<file path="config.mk">
export PLATFORM = sky130hd
export DESIGN_NAME = if_fetch_flat
export DESIGN_NICKNAME = d
export VERILOG_FILES = /design/src/rtl/if_fetch_if.sv /design/src/rtl/if_fetch.sv /design/src/flat_wrapper.sv
export SDC_FILE = /design/constraint.sdc
export NUM_CORES = 1
export LEC_CHECK = 0
export ABC_AREA = 1
export BUFFER_PORTS_ARGS = -buffer_cell sky130_fd_sc_hd__buf_4
export CELL_PAD_IN_SITES_DETAIL_PLACEMENT = 0
export CELL_PAD_IN_SITES_GLOBAL_PLACEMENT = 1
export CORE_MARGIN = 5
export CORE_UTILIZATION = 40
export CTS_CLUSTER_DIAMETER = 150
export CTS_CLUSTER_SIZE = 28
export DETAILED_ROUTE_END_ITERATION = 16
export GPL_ROUTABILITY_DRIVEN = 0
export PLACE_DENSITY = 0.78
export RECOVER_POWER = 100
export SLEW_MARGIN = 5
export SYNTH_ARGS = -nofsm -noshare
export SYNTH_HDL_FRONTEND = slang
export SYNTH_SLANG_ARGS = --single-unit
</file>
<file path="constraint.sdc">
create_clock -name clk -period 5.3 [get_ports clk]
set_input_delay 0.265 -clock clk [delete_from_list [all_inputs] [get_ports clk]]
set_output_delay 0.265 -clock clk [all_outputs]
set_load 0.01 [all_outputs]
</file>
<file path="src/rtl/if_fetch_if.sv">
// Instruction-memory channel between the fetch stage (master) and imem (slave):
// in-order requests with a ready handshake, responses that are never back-pressured.
interface if_fetch_if;
  logic        imem_req_valid;
  logic        imem_req_ready;
  logic [63:0] imem_req_addr;
  logic        imem_rsp_valid;
  logic [31:0] imem_rsp_data;

  modport master (
    output imem_req_valid, imem_req_addr,
    input  imem_req_ready, imem_rsp_valid, imem_rsp_data
  );

  modport slave (
    input  imem_req_valid, imem_req_addr,
    output imem_req_ready, imem_rsp_valid, imem_rsp_data
  );
endinterface

</file>
<file path="src/rtl/if_fetch.sv">
// RV64 instruction-fetch stage: credit-limited imem requests, return FIFO and output register.
// Optional IF_FETCH_PERF_EN adds saturating bubble/redirect counters.
module if_fetch #(
  parameter logic [63:0] RESET_PC = 64'h0,
  parameter int unsigned QDEPTH   = 2,
  parameter logic [31:0] NOP_INST = 32'h00000013
) (
  input  logic        clk,
  input  logic        reset,
  input  logic        stall,
  input  logic        control_j,
  input  logic [63:0] pc_j,
  if_fetch_if.master  imem,
  output logic        pipe_valid,
  output logic [63:0] pipe_pc,
  output logic [31:0] pipe_data
`ifdef IF_FETCH_PERF_EN
  ,
  output logic [31:0] perf_bubble_cnt,
  output logic [31:0] perf_redirect_cnt
`endif
);

  localparam int PW = $clog2(QDEPTH);
  localparam int CW = PW + 1;
  localparam logic [CW:0] QD_SUM = (CW+1)'(QDEPTH);

  logic [63:0]   r_pc;
  logic [CW-1:0] r_outstanding;
  logic [CW-1:0] r_dropCnt;

  logic [63:0]   r_pcqPc [QDEPTH];
  logic [PW-1:0] r_pcqWr;
  logic [PW-1:0] r_pcqRd;

  logic [63:0]   r_fqPc   [QDEPTH];
  logic [31:0]   r_fqInst [QDEPTH];
  logic [PW-1:0] r_fqWr;
  logic [PW-1:0] r_fqRd;
  logic [CW-1:0] r_fqCount;

  logic          r_pipeValid;
  logic [63:0]   r_pipePc;
  logic [31:0]   r_pipeData;

  logic [CW:0]   w_inFlight;
  logic          w_reqValid;
  logic          w_reqFire;
  logic          w_rspKeep;
  logic          w_outLoad;
  logic          w_fqEmpty;
  logic          w_fqPush;
  logic          w_fqPop;
  logic          w_bypass;
  logic [63:0]   w_rspPc;
  logic [63:0]   w_pcTarget;
  logic [CW-1:0] w_reqInc;
  logic [CW-1:0] w_rspDec;
  logic [CW-1:0] w_fqInc;
  logic [CW-1:0] w_fqDec;

  // Requests in flight plus buffered instructions never exceed the queue depth,
  // so every response that is kept always finds room in the FIFO.
  assign w_inFlight = {1'b0, r_outstanding} + {1'b0, r_fqCount};
  assign w_reqValid = !reset && !control_j && (w_inFlight < QD_SUM);
  assign w_reqFire  = w_reqValid && imem.imem_req_ready;

  assign imem.imem_req_valid = w_reqValid;
  assign imem.imem_req_addr  = r_pc;

  assign w_rspKeep  = imem.imem_rsp_valid && (r_dropCnt == '0) && !control_j;
  assign w_outLoad  = !stall || !r_pipeValid;
  assign w_fqEmpty  = (r_fqCount == '0);
  assign w_fqPop    = !control_j && w_outLoad && !w_fqEmpty;
  assign w_bypass   = w_rspKeep && w_fqEmpty && w_outLoad;
  assign w_fqPush   = w_rspKeep && !w_bypass;
  assign w_rspPc    = r_pcqPc[r_pcqRd];
  assign w_pcTarget = pc_j & ~64'h3;

  assign w_reqInc = CW'(w_reqFire);
  assign w_rspDec = CW'(imem.imem_rsp_valid);
  assign w_fqInc  = CW'(w_fqPush);
  assign w_fqDec  = CW'(w_fqPop);

  // On a redirect every request still in flight belongs to the wrong path.
  always_ff @(posedge clk or posedge reset) begin
    if (reset) begin
      r_pc          <= RESET_PC;
      r_outstanding <= '0;
      r_dropCnt     <= '0;
    end else if (control_j) begin
      r_pc          <= w_pcTarget;
      r_outstanding <= r_outstanding - w_rspDec;
      r_dropCnt     <= r_outstanding - w_rspDec;
    end else begin
      if (w_reqFire) begin
        r_pc <= r_pc + 64'd4;
      end
      r_outstanding <= r_outstanding + w_reqInc - w_rspDec;
      if (imem.imem_rsp_valid && (r_dropCnt != '0)) begin
        r_dropCnt <= r_dropCnt - CW'(1);
      end
    end
  end

  always_ff @(posedge clk or posedge reset) begin
    if (reset) begin
      r_pcqWr <= '0;
      r_pcqRd <= '0;
    end else if (control_j) begin
      r_pcqWr <= '0;
      r_pcqRd <= '0;
    end else begin
      if (w_reqFire) begin
        r_pcqWr <= r_pcqWr + PW'(1);
      end
      if (w_rspKeep) begin
        r_pcqRd <= r_pcqRd + PW'(1);
      end
    end
  end

  always_ff @(posedge clk) begin
    if (w_reqFire) begin
      r_pcqPc[r_pcqWr] <= r_pc;
    end
  end

  always_ff @(posedge clk or posedge reset) begin
    if (reset) begin
      r_fqWr    <= '0;
      r_fqRd    <= '0;
      r_fqCount <= '0;
    end else if (control_j) begin
      r_fqWr    <= '0;
      r_fqRd    <= '0;
      r_fqCount <= '0;
    end else begin
      if (w_fqPush) begin
        r_fqWr <= r_fqWr + PW'(1);
      end
      if (w_fqPop) begin
        r_fqRd <= r_fqRd + PW'(1);
      end
      r_fqCount <= r_fqCount + w_fqInc - w_fqDec;
    end
  end

  always_ff @(posedge clk) begin
    if (w_fqPush) begin
      r_fqPc[r_fqWr]   <= w_rspPc;
      r_fqInst[r_fqWr] <= imem.imem_rsp_data;
    end
  end

  // Buffered instructions are older than a same-cycle response, so the FIFO head wins.
  always_ff @(posedge clk or posedge reset) begin
    if (reset) begin
      r_pipeValid <= 1'b0;
      r_pipePc    <= 64'h0;
      r_pipeData  <= NOP_INST;
    end else if (control_j) begin
      r_pipeValid <= 1'b0;
      r_pipeData  <= NOP_INST;
    end else if (w_outLoad) begin
      if (!w_fqEmpty) begin
        r_pipeValid <= 1'b1;
        r_pipePc    <= r_fqPc[r_fqRd];
        r_pipeData  <= r_fqInst[r_fqRd];
      end else if (w_bypass) begin
        r_pipeValid <= 1'b1;
        r_pipePc    <= w_rspPc;
        r_pipeData  <= imem.imem_rsp_data;
      end else begin
        r_pipeValid <= 1'b0;
        r_pipeData  <= NOP_INST;
      end
    end
  end

  assign pipe_valid = r_pipeValid;
  assign pipe_pc    = r_pipePc;
  assign pipe_data  = r_pipeData;

`ifdef IF_FETCH_PERF_EN
  logic [31:0] r_bubbleCnt;
  logic [31:0] r_redirectCnt;
  logic        w_bubbleLoad;

  // A redirect reloads the output register with a NOP, so it counts as a bubble too.
  assign w_bubbleLoad = control_j || (w_outLoad && w_fqEmpty && !w_bypass);

  always_ff @(posedge clk or posedge reset) begin
    if (reset) begin
      r_bubbleCnt   <= '0;
      r_redirectCnt <= '0;
    end else begin
      if (w_bubbleLoad && (r_bubbleCnt != '1)) begin
        r_bubbleCnt <= r_bubbleCnt + 32'd1;
      end
      if (control_j && (r_redirectCnt != '1)) begin
        r_redirectCnt <= r_redirectCnt + 32'd1;
      end
    end
  end

  assign perf_bubble_cnt   = r_bubbleCnt;
  assign perf_redirect_cnt = r_redirectCnt;
`endif

endmodule

</file>
<file path="src/flat_wrapper.sv">
// flat-port wrapper written by rule: the top's interface ports become plain ports
module if_fetch_flat 
#(
  parameter logic [63:0] RESET_PC = 64'h0,
  parameter int unsigned QDEPTH   = 2,
  parameter logic [31:0] NOP_INST = 32'h00000013
)
  (clk, reset, stall, control_j, pc_j, pipe_valid, pipe_pc, pipe_data, imem_imem_req_valid, imem_imem_req_addr, imem_imem_req_ready, imem_imem_rsp_valid, imem_imem_rsp_data);
  if_fetch_if imem_i ();
  input  logic clk;
  input  logic reset;
  input  logic stall;
  input  logic control_j;
  input  logic [63:0] pc_j;
  output logic pipe_valid;
  output logic [63:0] pipe_pc;
  output logic [31:0] pipe_data;
  output wire logic [$bits(imem_i.imem_req_valid)-1:0] imem_imem_req_valid;
  output wire logic [$bits(imem_i.imem_req_addr)-1:0] imem_imem_req_addr;
  input wire logic [$bits(imem_i.imem_req_ready)-1:0] imem_imem_req_ready;
  input wire logic [$bits(imem_i.imem_rsp_valid)-1:0] imem_imem_rsp_valid;
  input wire logic [$bits(imem_i.imem_rsp_data)-1:0] imem_imem_rsp_data;
  assign imem_imem_req_valid = imem_i.imem_req_valid;
  assign imem_imem_req_addr = imem_i.imem_req_addr;
  assign imem_i.imem_req_ready = imem_imem_req_ready;
  assign imem_i.imem_rsp_valid = imem_imem_rsp_valid;
  assign imem_i.imem_rsp_data = imem_imem_rsp_data;
  if_fetch #(.RESET_PC(RESET_PC), .QDEPTH(QDEPTH), .NOP_INST(NOP_INST)) u_core (.clk(clk), .reset(reset), .stall(stall), .control_j(control_j), .pc_j(pc_j), .imem(imem_i), .pipe_valid(pipe_valid), .pipe_pc(pipe_pc), .pipe_data(pipe_data));
endmodule
</file>
== Yosys cells after proc, flatten, opt, wreduce, memory -nomap -nowiden ==
Memories as Yosys holds them, arrays and structs flattened.
Cells that the tools add are included.
Cells by class
  add/subtract/negate cells: 12
  $lt $le $gt $ge: 1
  equal/unequal tests: 1
  multiplexer cells: 28
  bitwise gates (word level): 1
  reductions and logical operators: 28
Operator list (count)
  64-bit 2-to-1 mux: 4
  32-bit 2-to-1 mux: 4
  64-bit by 3-bit adder with 64-bit output, second input constant: 1
  1-bit 2-to-1 mux: 16
  2-bit nonzero test: 7
  1-bit logical AND: 11
  2-bit 2-to-1 mux: 4
  1-bit logical NOT: 6
  2-bit by 1-bit subtractor with 2-bit output: 3
  1-bit adder, second input constant: 4
  2-bit by 1-bit adder with 2-bit output: 2
  2-bit logical NOT: 2
  2-bit by 2-bit adder with 3-bit output: 1
  3-bit by 2-bit < comparator with 1-bit output, second input constant: 1
  3-bit AND reduction: 1
  2-bit inequality test, second input constant: 1
  2-bit by 1-bit subtractor with 2-bit output, second input constant: 1
  1-bit logical OR: 1
  1-bit NOT: 1
Storage, ports and cells
  register bits after elaboration: 171
  bits in writable memories: 320
  output and inout bits: 162
  word-level logic and storage cells: 85
  memories kept: 3
Memories
  u_core.r_fqPc: words 2, width 64, read ports 1, clocked after memory_dff 0, write ports 1, line if_fetch.sv:36  | logic [63:0] r_fqPc [QDEPTH];
  u_core.r_pcqPc: words 2, width 64, read ports 1, clocked after memory_dff 0, write ports 1, line if_fetch.sv:32  | logic [63:0] r_pcqPc [QDEPTH];
  u_core.r_fqInst: words 2, width 32, read ports 1, clocked after memory_dff 0, write ports 1, line if_fetch.sv:37  | logic [31:0] r_fqInst [QDEPTH];

== Depth between registers and ports, before layout ==
Gate-level depths: netlist of run 1.
  word-level depth: 10
  mapped depth: 14
  gate-level depth less buffers: 13

== Worst setup path before layout of run 1 ==
Ideal clock, no wire load.
  path type: input to register
  start: input port reset
  end: memory u_core.r_pcqPc[1][10], enable pin
  setup time: 482 ps
  arrival: 7230 ps
  data required time: 4818 ps
  setup slack: -2413 ps
  cell stages on the path: 7
  cell sequence: inv_1 nand3_1 inv_1 nand2_1 buf_2 buf_1 nor2_1
On the way
  word-level cells in the longest chain between the ends: 6
Ends and longest elaborated chain
  from (decl): line flat_wrapper.sv:11  | input logic reset;
  1-bit logical NOT: line if_fetch.sv:65  | assign w_reqValid = !reset && !control_j && (w_inFlight < QD_SUM);
  1-bit logical AND (2 in series): line if_fetch.sv:65
  net imem_imem_req_valid: line flat_wrapper.sv:18  | output wire logic [$bits(imem_i.imem_req_valid)-1:0] imem_imem_req_valid;
  1-bit logical AND: line if_fetch.sv:66  | assign w_reqFire = w_reqValid && imem.imem_req_ready;
  1-bit 2-to-1 mux: line if_fetch.sv:124  | if (w_reqFire) begin
  1-bit 2-to-1 mux (not written as such): line if_fetch.sv:125  | r_pcqPc[r_pcqWr] <= r_pc;
  to (decl): line if_fetch.sv:32
The timed path passes the listed nets, and every way through them passes these cells.

== Worst setup path in the final report of run 1 ==
  start: register u_core.r_dropCnt[0]
  end: memory u_core.r_fqInst[0][14], enable pin
On the way
  word-level cells in the longest chain between the ends: 9
Ends and longest elaborated chain
  from (decl): line if_fetch.sv:30  | logic [CW-1:0] r_dropCnt;
  from (signal assigned): line if_fetch.sv:94  | r_dropCnt <= r_outstanding - w_rspDec;
  from (signal assigned): line if_fetch.sv:101  | r_dropCnt <= r_dropCnt - CW'(1);
  2-bit logical NOT *: line if_fetch.sv:71  | assign w_rspKeep = imem.imem_rsp_valid && (r_dropCnt == '0) && !control_j;
  1-bit logical AND * (2 in series): line if_fetch.sv:71
  1-bit logical AND (2 in series): line if_fetch.sv:75  | assign w_bypass = w_rspKeep && w_fqEmpty && w_outLoad;
  1-bit logical NOT: line if_fetch.sv:76  | assign w_fqPush = w_rspKeep && !w_bypass;
  1-bit logical AND *: line if_fetch.sv:76
  1-bit 2-to-1 mux *: line if_fetch.sv:150  | if (w_fqPush) begin
  1-bit 2-to-1 mux (not written as such) *: line if_fetch.sv:152  | r_fqInst[r_fqWr] <= imem.imem_rsp_data;
  to (decl): line if_fetch.sv:37
Every way passes the cells marked *; elsewhere a longest branch is shown, timed or not.

==> results_dict.tcl, run 1 <==
set metrics [dict create \
    worst_skew_pair.late_latency_ps 570 \
    synth-main-ff-cell "sky130_fd_sc_hd__edfxtp_1" \
    syn-mean-instance-area_um2 10.4 \
    num_io_pins 264 \
    synth_warnings 0 \
    synthDominantAreaCellType "sky130_fd_sc_hd__edfxtp_1" \
    final-setup-viol-count 0 \
    failing_checks "capacitance limit, slew limit" \
    die_area_um2 56800 \
    nets 2400 \
    post_cts_resized 0 \
    total_standard_cell_area_after_synthesis_um2 20800 \
    vias 15085 \
    regToRegSetupSlack_ps 1090 \
    power-per-cell-area_nw_per_um2 428 \
    routed_wire_length_per_instance_um 19.2 \
    synth_top_cell_area_share_pct 45.0 \
    min_period_over_period_pct 79.5 \
    grt_antenna_before_repair 0 \
    post-route-util_pct 46.6 \
    reg2reg_to "u_core.r_fqInst[0][14]$_DFFE_PP_" \
    critical_path_arrival_ps 4430 \
    syn2layout_area_growth_pct 15.2 \
    hold_path_class "in2reg" \
    clock_tree.root_cell "sky130_fd_sc_hd__clkbuf_16" \
    global_route.usage.total_pct 19.5 \
    filler_cell_count 4982 \
    gr-total-overflow 0 \
    worstSetupEndpointType "register" \
    worst_pin_slew_ps 3910 \
    vias_per_cell 5.05 \
    route.final.wire_length_um 57300 \
    hold_viol 0 \
    core_area_um2 51500 \
    ys_top_cells_by_count "sky130_fd_sc_hd__nand2_1, sky130_fd_sc_hd__edfxtp_1, sky130_fd_sc_hd__nor2_1" \
    fin_tns_setup_ps 0 \
    postSynth.asyncResetShare_pct 34.9 \
    fin_worst_hold_slack_ps 22.5 \
    detailedRoute.firstPassIterationCount 6 \
    timing.critical_path.fanout_max 65 \
    clock-skew-final_ps 32.0 \
    grt_max_degree 103 \
    initial_core_util_pct 40.5 \
    layout.cells.non_filler 2987 \
    setup_ws_ps 1090 \
    dp_hpwl_um 39000 \
    via_count_of_the_first_global_routing_pass 14617 \
    maxCapViolations 5 \
    seq_area_frac_synth_pct 65.0 \
    worstSetupStartpointType "register" \
    synthMostInstantiatedCell "sky130_fd_sc_hd__nand2_1" \
    number_of_h_tree_levels 1 \
    hold-path-cell-count 5 \
    regToRegStartpoint "u_core.r_dropCnt[0]$_DFFE_PP0P_" \
    tritoncts "done" \
    drive_above_1_share_pct 7.20 \
    status "complete, but fails checks" \
    leakage_nw 9.34 \
    period_needed_ps 4210 \
    hold_start "pc_j[45]" \
    cts_buffer_depth 3 \
    grt_pass1_wl_um 87400 \
    setup_repair_after_global_routing_missed_its_margin "false" \
    max_clock_freq_mhz 237 \
    drt-initial-drc-count 1310 \
    final_antenna_net_count 0 \
    vdd_drop_max_v 0.000304 \
    slew_headroom_pct -161 \
    floorplan.die.width_um 238 \
    post-route-drc-count 0 \
    pre_cts_ws_ps 1580 \
    clk_pin_slew_worst_setup_hold_paths_ps 110 \
    cts_num_sinks 479 \
    holdPathEnd "u_core.imem.imem_req_addr[45]$_DFFE_PP0P_" \
    placementRows 83 \
    worst-setup-path-type "reg2reg" \
    cp.required_ps 5520 \
    cts_buffers 21 \
    numPlacedInstances 2871 \
    timing.final.max_slew_violations 179 \
    unique_masters_post_synth 39 \
    dieHeight_um 238 \
    cell_count_after_synthesis 2005 \
    synth.area.top_cells "sky130_fd_sc_hd__edfxtp_1, sky130_fd_sc_hd__dfrtp_1, sky130_fd_sc_hd__nand2_1, sky130_fd_sc_hd__nor2_1, sky130_fd_sc_hd__inv_1" \
    r2r.worst_path.cells 8 \
    synth_seq_cells 479 \
    numPortBuffers 257 \
    n_antenna_cell 0 \
    synth-edff-count 312 \
]
-- area by class of cell --
class | instances | area (um^2) | area share, %
multi-input combinational | 1261 | 6180 | 25.7
clock inverter | 3 | 35.0 | 0.146
inverter | 177 | 668 | 2.78
tap | 680 | 851 | 3.54
clock buffer | 35 | 578 | 2.41
timing repair buffer | 352 | 2150 | 8.96
sequential | 479 | 13600 | 56.4
-- worst max path at each step --
stage | endpoint | startpoint | slack [ps] | cells after the start
after floorplan | u_core.r_fqInst[0][0]$_DFFE_PP_ | u_core.r_dropCnt[0]$_DFFE_PP0P_ | -140 | 7
after global placement | u_core.pipe_pc[52]$_DFFE_PP0P_ | u_core.r_fqCount[1]$_DFF_PP0_ | 1640 | 8
after detailed placement | u_core.pipe_pc[34]$_DFFE_PP0P_ | u_core.r_fqCount[1]$_DFF_PP0_ | 1580 | 9
after CTS | u_core.pipe_pc[34]$_DFFE_PP0P_ | u_core.r_fqCount[1]$_DFF_PP0_ | 1520 | 9
after global routing | u_core.r_fqPc[0][39]$_DFFE_PP_ | u_core.r_dropCnt[0]$_DFFE_PP0P_ | 720 | 8
final | u_core.r_fqInst[0][14]$_DFFE_PP_ | u_core.r_dropCnt[0]$_DFFE_PP0P_ | 1090 | 8
-- routing by layer --
layer  up-vias  track usage [%]  routed length [um]  part of all wire, %
li1       7263                -                   -                    -
met1      7334             28.5               26200                   46
met2       428             31.7               26800                   47
met3        60             2.70                3280                  5.7
met4         0             3.63                1050                  1.8
met5         -                0                   0                    0
-- sequential cells by signal, summed over array words and instances, names as in the netlist --
name,cells
u_core.r_fqInst,64
u_core.r_pcqWr,1
u_core.r_fqCount,2
u_core.imem.imem_req_addr,62
u_core.r_fqRd,1
u_core.r_dropCnt,2
u_core.r_pcqRd,1
u_core.r_fqPc,124
u_core.r_fqWr,1
u_core.pipe_data,32
u_core.pipe_valid,1
u_core.r_outstanding,2
u_core.pipe_pc,62
u_core.r_pcqPc,124
-- logic make-up (layout without fill, tap and decap cells) --
group                      count (synthesis)  after routing  synth area share [%]
and+or+nand+nor                          899            899                  17.3
buffers and inverters                    268            567                  5.24
muxes                                     39             39                  1.87
DFF                                      479            479                  65.0
adders and majority gates                  6              6                 0.396
xor gates and xnor gates                  33             33                  1.39
AOI/OAI and AO/OA                        280            280                  8.74
other                                      1              4                0.0180
-- per-stage QoR --
stage / cell area, um^2 / total power [mW]
2_1_floorplan: 20900 / 7.26
3_3_place_gp: 23400 / 8.72
3_5_place_dp: 23400 / 8.82
4_1_cts: 24800 / 10.8
5_1_grt: 24000 / 10.9
6_report: 24000 / 10.3
-- cells in the final DEF (no fill, tap or decap), types with 3 or more instances in the layout --
cell type,n
sky130_fd_sc_hd__buf_4,77
sky130_fd_sc_hd__nand3_1,72
sky130_fd_sc_hd__dlygate4sd3_1,78
sky130_fd_sc_hd__nor2_2,7
sky130_fd_sc_hd__o31ai_2,11
sky130_fd_sc_hd__xor2_1,31
sky130_fd_sc_hd__conb_1,4
sky130_fd_sc_hd__clkbuf_1,207
sky130_fd_sc_hd__nor2_4,4
sky130_fd_sc_hd__mux2i_1,39
sky130_fd_sc_hd__o211ai_1,19
sky130_fd_sc_hd__a31oi_1,12
sky130_fd_sc_hd__nand4_1,8
sky130_fd_sc_hd__or2_2,24
sky130_fd_sc_hd__o31ai_1,19
sky130_fd_sc_hd__clkbuf_16,21
sky130_fd_sc_hd__o21bai_1,23
sky130_fd_sc_hd__ha_1,5
sky130_fd_sc_hd__buf_12,3
sky130_fd_sc_hd__inv_1,173
sky130_fd_sc_hd__o311ai_0,30
sky130_fd_sc_hd__edfxtp_1,312
sky130_fd_sc_hd__nand2_2,5
sky130_fd_sc_hd__a21oi_1,45
sky130_fd_sc_hd__o21ai_1,7
sky130_fd_sc_hd__dfrtp_1,162
sky130_fd_sc_hd__nor2_1,215
sky130_fd_sc_hd__nand2_1,562
sky130_fd_sc_hd__o21ai_0,107
-- where the power goes --
group	leakage [nW]	internal [mW]	switching [mW]	total (mW)
Combinational	4.15	0.978	2.14	3.12
Clock	0.294	0.775	1.16	1.93
Sequential	4.90	4.73	0.501	5.23
Total	9.34	6.48	3.80	10.3
-- timing repair --
item	in CTS	in global routing
endpoints found under the setup margin	0	0
setup buffers	0	0
hold buffers	78	0
hold endpoints to repair	142	0
-- worst max-delay path: stages (launching register included) --
cell                      delay, ps
sky130_fd_sc_hd__dfrtp_1        340
sky130_fd_sc_hd__inv_1           70
sky130_fd_sc_hd__ha_1           210
sky130_fd_sc_hd__nand2_1        160
sky130_fd_sc_hd__nor2_2          60
sky130_fd_sc_hd__nand2_1        200
sky130_fd_sc_hd__nand3_1        210
sky130_fd_sc_hd__nor2_1        2150
sky130_fd_sc_hd__buf_12         410
Power figures use the tool's default switching activity.
==> run 2, diff against run 1 <==
==> constraint.sdc (replaced) <==
create_clock -name clk -period 3.6 [get_ports clk]
set_input_delay 0.18 -clock clk [delete_from_list [all_inputs] [get_ports clk]]
set_output_delay 0.18 -clock clk [all_outputs]
set_load 0.01 [all_outputs]
==> results_dict.tcl, run 2 (synthesis results as in run 1) <==
set metrics [dict create \
    status "complete, but fails checks" \
    failing_checks "capacitance limit, slew limit" \
    drive_above_1_share_pct 7.81 \
    critical_path_arrival_ps 3550 \
    grt_pass1_wl_um 89000 \
    cp_slowest_cell "sky130_fd_sc_hd__clkbuf_2" \
    initial_core_util_pct 40.5 \
    highest_signal_layer_in_the_routed_design "met4" \
    cp.required_ps 4060 \
    power-per-cell-area_nw_per_um2 628 \
    post-route-util_pct 47.1 \
    worst_skew_pair.late_latency_ps 570 \
    gr-total-overflow 0 \
    drt-initial-drc-count 1277 \
    dp_hpwl_um 39300 \
    core_area_um2 51500 \
    numPortBuffers 257 \
    timing.final.max_slew_violations 160 \
    total_net_switching_power_mw 5.63 \
    layout.cells.most_common_list "sky130_fd_sc_hd__nand2_1, sky130_fd_sc_hd__edfxtp_1, sky130_fd_sc_hd__nor2_1" \
    filler_cell_count 4900 \
    multi_input_logic_area_um2 6210 \
    max_clock_freq_mhz 323 \
    grt_antenna_before_repair 0 \
    first_element_of_the_critical_path "u_core.r_fqCount[0]$_DFF_PP0_" \
    clk_pin_slew_worst_setup_hold_paths_ps 120 \
    regToRegStartpoint "u_core.r_fqCount[0]$_DFF_PP0_" \
    worstSetupEndpointType "register" \
    hold_start "control_j" \
    post-route-drc-count 0 \
    netSwitchingFraction_pct 37.0 \
    critical_path_buffers_and_inverters 3 \
    num_io_pins 264 \
    clock_tree.root_cell "sky130_fd_sc_hd__clkbuf_16" \
    met2_length_um 26900 \
    fin_worst_hold_slack_ps 55.5 \
    clock-skew-final_ps 35.7 \
    hold_path_class "in2reg" \
    leakage_nw 9.44 \
    global_route.usage.total_pct 19.9 \
    nets 2423 \
    critical_path.top_delay_family "simple AND/OR/NAND/NOR gates" \
    via_count_of_the_first_global_routing_pass 14875 \
    number_of_h_tree_levels 1 \
    worst-setup-path-type "reg2reg" \
    floorplan.die.width_um 238 \
    fin_tns_setup_ps 0 \
    dieHeight_um 238 \
    cts_buffer_depth 3 \
    period_needed_ps 3100 \
    vias 15302 \
    post_cts_resized 0 \
    route.final.wire_length_um 58000 \
    placementRows 83 \
    grt_max_degree 134 \
    final-setup-viol-count 0 \
    vias_per_cell 5.08 \
    setup_repair_after_global_routing_missed_its_margin "false" \
    cpPeakStageDelay_ps 620 \
    mostFrequentLayoutCell "sky130_fd_sc_hd__nand2_1" \
    cts_num_sinks 479 \
    final_antenna_net_count 0 \
    power_frac_comb_pct 30.6 \
    routed-wl-met3_um 3530 \
    power.share.clock_pct 18.7 \
    cts_buffers 21 \
    power.share.sequential_pct 50.7 \
    detailedRoute.firstPassIterationCount 5 \
    worst_pin_slew_ps 2330 \
    worstSetupStartpointType "register" \
    maxCapViolations 2 \
    min_period_over_period_pct 86.1 \
    largestRegisters "u_core.r_fqPc x124, u_core.r_pcqPc x124, u_core.r_fqInst x64" \
    postCtsSetupRepairBufs 0 \
    internal-power_mw 9.59 \
    tritoncts "done" \
    n_antenna_cell 0 \
    hold_viol 0 \
    timing.critical_path.fanout_max 30 \
    routed_wire_length_per_instance_um 19.3 \
    wire_length_on_met1_um 26200 \
    sequential_cell_area_um2 13600 \
    die_area_um2 56800 \
    crit_path_cell_trace "nand2_1 > inv_1 > fa_1 > nor2_1 > nand3_1 > inv_1 > nand2_2 > nand2_1 > clkbuf_2 > o21ai_0 > o21bai_1" \
    syn2layout_area_growth_pct 16.3 \
    vdd_drop_max_v 0.000392 \
    slew_headroom_pct -55.3 \
]
run 2: cell type report:
class / instances / share of cell area [%]
sequential: 479 / 55.9
multi-input combinational: 1261 / 25.6
timing repair buffer: 375 / 9.66
tap: 680 / 3.51
inverter: 177 / 2.76
clock buffer: 35 / 2.38
clock inverter: 3 / 0.155
run 2: repair_timing:
action	in CTS	in global routing
hold buffers	96	0
setup endpoints to repair	0	0
hold endpoints to repair	196	0
run 2: worst paths after layout:
kind	endpoint	slack [ps]	cells after the start
setup / recovery	u_core.imem.imem_req_addr[38]$_DFFE_PP0P_	500	11
setup reg to reg	u_core.imem.imem_req_addr[38]$_DFFE_PP0P_	500	11
hold / removal	u_core.r_pcqRd$_DFFE_PP0P_	60	4
hold reg to reg	u_core.pipe_pc[32]$_DFFE_PP0P_	490	2
max in group asynchronous	u_core.imem.imem_req_addr[42]$_DFFE_PP0P_	1750	5
min in group asynchronous	u_core.pipe_pc[6]$_DFFE_PP0P_	500	4
run 2: metrics by stage:
stage               cells  power [mW]  worst slack [ps]  cell area (um^2)
floorplan            2008        10.7              -387             20900
global placement     2876        12.9               776             23500
detailed placement   2876        13.0               696             23500
CTS                  3010        15.9               652             25000
global route         3010        16.2               243             24200
finish               3010        15.2               502             24200
run 2: per-layer routing:
| layer | global-route usage, % | up-vias |
|---|---|---|
| met5 | 0 | - |
| met4 | 5.13 | 0 |
| met3 | 2.74 | 75 |
| met2 | 31.7 | 443 |
| met1 | 29.0 | 7480 |
| li1 | - | 7304 |
run 2: worst register-to-register path: stages, from the launching register on:
cell	delay [ps]
sky130_fd_sc_hd__dfrtp_1	430
sky130_fd_sc_hd__nand2_1	80
sky130_fd_sc_hd__inv_1	50
sky130_fd_sc_hd__fa_1	440
sky130_fd_sc_hd__nor2_1	120
sky130_fd_sc_hd__nand3_1	80
sky130_fd_sc_hd__inv_1	90
sky130_fd_sc_hd__nand2_2	280
sky130_fd_sc_hd__nand2_1	450
sky130_fd_sc_hd__clkbuf_2	620
sky130_fd_sc_hd__o21ai_0	180
sky130_fd_sc_hd__o21bai_1	180
run 2: power by group through the flow:
stage          Clock, mW  Sequential [mW]  Combinational, mW
3_5_place_dp           0             7.87               5.14
4_1_cts             2.93             7.75               5.24
3_3_place_gp           0             7.83               5.03
6_report            2.85             7.72               4.65
2_1_floorplan          0             7.85               2.86
5_1_grt             3.14             7.84               5.25
==> run 3, diff against run 2 <==
--- a/config.mk
+++ b/config.mk
@@ -5,7 +5,6 @@
 export SDC_FILE = /design/constraint.sdc
 export NUM_CORES = 1
 export LEC_CHECK = 0
-export ABC_AREA = 1
 export BUFFER_PORTS_ARGS = -buffer_cell sky130_fd_sc_hd__buf_4
 export CELL_PAD_IN_SITES_DETAIL_PLACEMENT = 0
 export CELL_PAD_IN_SITES_GLOBAL_PLACEMENT = 1
@@ -15,7 +14,7 @@
 export CTS_CLUSTER_SIZE = 28
 export DETAILED_ROUTE_END_ITERATION = 16
 export GPL_ROUTABILITY_DRIVEN = 0
-export PLACE_DENSITY = 0.78
+export PLACE_DENSITY = 0.76
 export RECOVER_POWER = 100
 export SLEW_MARGIN = 5
 export SYNTH_ARGS = -nofsm -noshare
==> results_dict.tcl, run 3 <==
set metrics [dict create \
    leakage_nw 8.09 \
    routed_wire_length_per_instance_um 21.2 \
    post-route-util_pct 48.0 \
    vias 12908 \
    drive_above_1_share_pct 7.63 \
    drt-initial-drc-count 812 \
    number_of_h_tree_levels 1 \
    synth_warnings 0 \
    critical_path_arrival_ps 3630 \
    syn2layout_area_growth_pct 18.2 \
    layout.cells.non_filler 2399 \
    synth_top_cell_area_share_pct 48.2 \
    design_area_final_um2 23000 \
    max_clock_freq_mhz 295 \
    first_element_of_the_critical_path "u_core.r_fqCount[0]$_DFF_PP0_" \
    route.final.wire_length_um 50800 \
    worstSetupStartpointType "register" \
    filler_cell_count 4421 \
    maxCapViolations 2 \
    status "complete, but fails checks" \
    clock-skew-final_ps 39.4 \
    timing.critical_path.fanout_max 25 \
    layout.cells.most_common_list "sky130_fd_sc_hd__edfxtp_1, sky130_fd_sc_hd__clkbuf_1, sky130_fd_sc_hd__dfrtp_1" \
    reg2reg_to "u_core.r_pcqPc[0][49]$_DFFE_PP_" \
    largestRegisters "u_core.r_fqPc x124, u_core.r_pcqPc x124, u_core.r_fqInst x64" \
    floorplan.die.width_um 230 \
    synthDominantAreaCellType "sky130_fd_sc_hd__edfxtp_1" \
    unique_masters_post_synth 49 \
    finalPower_mw 14.5 \
    initial_core_util_pct 40.6 \
    placementRows 80 \
    hold_viol 0 \
    post-route-drc-count 0 \
    fin_tns_setup_ps 0 \
    seq_area_frac_synth_pct 69.8 \
    dieHeight_um 230 \
    clk_pin_slew_worst_setup_hold_paths_ps 110 \
    synthMostInstantiatedCell "sky130_fd_sc_hd__edfxtp_1" \
    vias_per_cell 5.38 \
    final_antenna_net_count 0 \
    gr-total-overflow 0 \
    synth_seq_cells 479 \
    syn-mean-instance-area_um2 13.5 \
    worst_skew_pair.late_latency_ps 560 \
    numPortBuffers 257 \
    worstSetupEndpointType "register" \
    detailedRoute.firstPassIterationCount 5 \
    post_cts_resized 0 \
    grt_antenna_before_repair 3 \
    hold_path_class "in2reg" \
    min_period_over_period_pct 94.2 \
    ys_top_cells_by_count "sky130_fd_sc_hd__edfxtp_1, sky130_fd_sc_hd__dfrtp_1, sky130_fd_sc_hd__nand2_1" \
    via_count_of_the_first_global_routing_pass 12663 \
    num_io_pins 264 \
    postSynth.asyncResetShare_pct 34.9 \
    clock_tree.root_cell "sky130_fd_sc_hd__clkbuf_16" \
    worst-setup-path-type "reg2reg" \
    period_needed_ps 3390 \
    core_area_um2 47800 \
    placedInstanceArea_um2 22300 \
    power-per-cell-area_nw_per_um2 630 \
    r2r.worst_path.cells 8 \
    worst_pin_slew_ps 1930 \
    crit_path_end "u_core.r_pcqPc[0][49]$_DFFE_PP_" \
    dp_hpwl_um 34000 \
    timing.final.max_slew_violations 146 \
    grt_max_degree 117 \
    slew_headroom_pct -29.0 \
    nets 1877 \
    vdd_drop_max_v 0.000404 \
    cts_buffer_depth 3 \
    numPlacedInstances 2266 \
    synth-main-ff-cell "sky130_fd_sc_hd__edfxtp_1" \
    failing_checks "capacitance limit, slew limit" \
    total_standard_cell_area_after_synthesis_um2 19400 \
    cell_count_after_synthesis 1435 \
    tritoncts "done" \
    cts_buffers 21 \
    final-setup-viol-count 0 \
    regToRegStartpoint "u_core.r_fqCount[0]$_DFF_PP0_" \
    cts_num_sinks 479 \
    synth-edff-count 312 \
    synth.area.top_cells "sky130_fd_sc_hd__edfxtp_1, sky130_fd_sc_hd__dfrtp_1, sky130_fd_sc_hd__mux2i_1, sky130_fd_sc_hd__mux2_2, sky130_fd_sc_hd__o21ai_0" \
    setup_repair_after_global_routing_missed_its_margin "false" \
    regToRegSetupSlack_ps 210 \
    cp.required_ps 3840 \
    grt_pass1_wl_um 77800 \
    die_area_um2 53100 \
    global_route.usage.total_pct 18.5 \
    mostFrequentLayoutCell "sky130_fd_sc_hd__edfxtp_1" \
]
[run 3: changes by cell type in the layout (fill, tap and decap cells not counted), moves of 29 or more]
cell                      previous run  this run
sky130_fd_sc_hd__a22oi_1             0        29
sky130_fd_sc_hd__inv_1             172        13
sky130_fd_sc_hd__mux2_1              0        62
sky130_fd_sc_hd__mux2i_1            39        96
sky130_fd_sc_hd__nand2_1           560       145
sky130_fd_sc_hd__nand3_1            72        29
sky130_fd_sc_hd__nor2_1            213       102
sky130_fd_sc_hd__o21ai_0            99       131
[run 3: routing by layer]
metal	vias up	wire, um	track usage, %
li1	5989	-	-
met1	6515	22500	26.1
met2	349	24500	30.5
met3	51	2840	3.35
met4	4	881	3.77
met5	-	27	0
[run 3: where the power goes]
group | internal (mW) | total, mW | switching (mW)
clock network | 1.14 | 2.82 | 1.69
registers | 6.87 | 7.50 | 0.630
logic | 1.51 | 4.15 | 2.63
[run 3: worst min path at each step]
stage	from	end	slack, ps	depth (start not counted)
2_1_floorplan	imem_imem_rsp_data[0]	u_core.r_fqInst[0][0]$_DFFE_PP_	280	0
3_3_place_gp	imem_imem_rsp_data[1]	u_core.r_fqInst[1][1]$_DFFE_PP_	380	1
3_5_place_dp	imem_imem_rsp_data[15]	u_core.r_fqInst[1][15]$_DFFE_PP_	380	1
4_1_cts	pc_j[61]	u_core.imem.imem_req_addr[61]$_DFFE_PP0P_	6	4
5_1_grt	pc_j[61]	u_core.imem.imem_req_addr[61]$_DFFE_PP0P_	30	4
6_report	pc_j[57]	u_core.imem.imem_req_addr[57]$_DFFE_PP0P_	50	4
[run 3: cell families after synthesis]
kind of cell / count (synthesis) / synth area share (%)
flip-flops: 479 / 69.8
buffers and inverters: 91 / 1.89
AND/OR/NAND/NOR: 385 / 9.47
XOR/XNOR: 37 / 1.67
AO/OA/AOI/OAI: 275 / 8.05
adder cells (fa/ha/maj): 6 / 0.425
multiplexers: 161 / 8.71
other: 1 / 0.0193
[run 3: per-stage QoR]
| step | hold slack (ps) | setup slack (ps) |
|---|---|---|
| after global placement | 376 | 289 |
| after detailed placement | 379 | 238 |
| final | 45.7 | 210 |
| after CTS | 6.26 | 175 |
| after floorplan | 279 | -827 |
| after global routing | 26.7 | 58.4 |
[run 3: what timing repair did]
item / in CTS / in global routing
setup endpoints to repair: 0 / 1
endpoints found under the hold margin: 321 / 0
hold buffers: 94 / 0
setup buffers: 0 / 1
[run 3: layout make-up]
cell class	count	area (um^2)	share of cell area (%)
sequential	479	13600	59.0
multi-input combinational	868	5530	24.1
timing repair buffer	384	2440	10.6
tap	615	769	3.35
clock buffer	36	582	2.53
inverter	15	60.1	0.262
clock inverter	1	30.0	0.131
antenna	1	2.50	0.0109
[run 3: worst max-delay path, cell delays in order, from the launching register on]
cell,delay (ps)
sky130_fd_sc_hd__dfrtp_1,430
sky130_fd_sc_hd__inv_1,80
sky130_fd_sc_hd__nor2_1,120
sky130_fd_sc_hd__fa_1,450
sky130_fd_sc_hd__or4_1,570
sky130_fd_sc_hd__inv_1,130
sky130_fd_sc_hd__nand2_1,170
sky130_fd_sc_hd__nor2_2,730
sky130_fd_sc_hd__buf_6,370
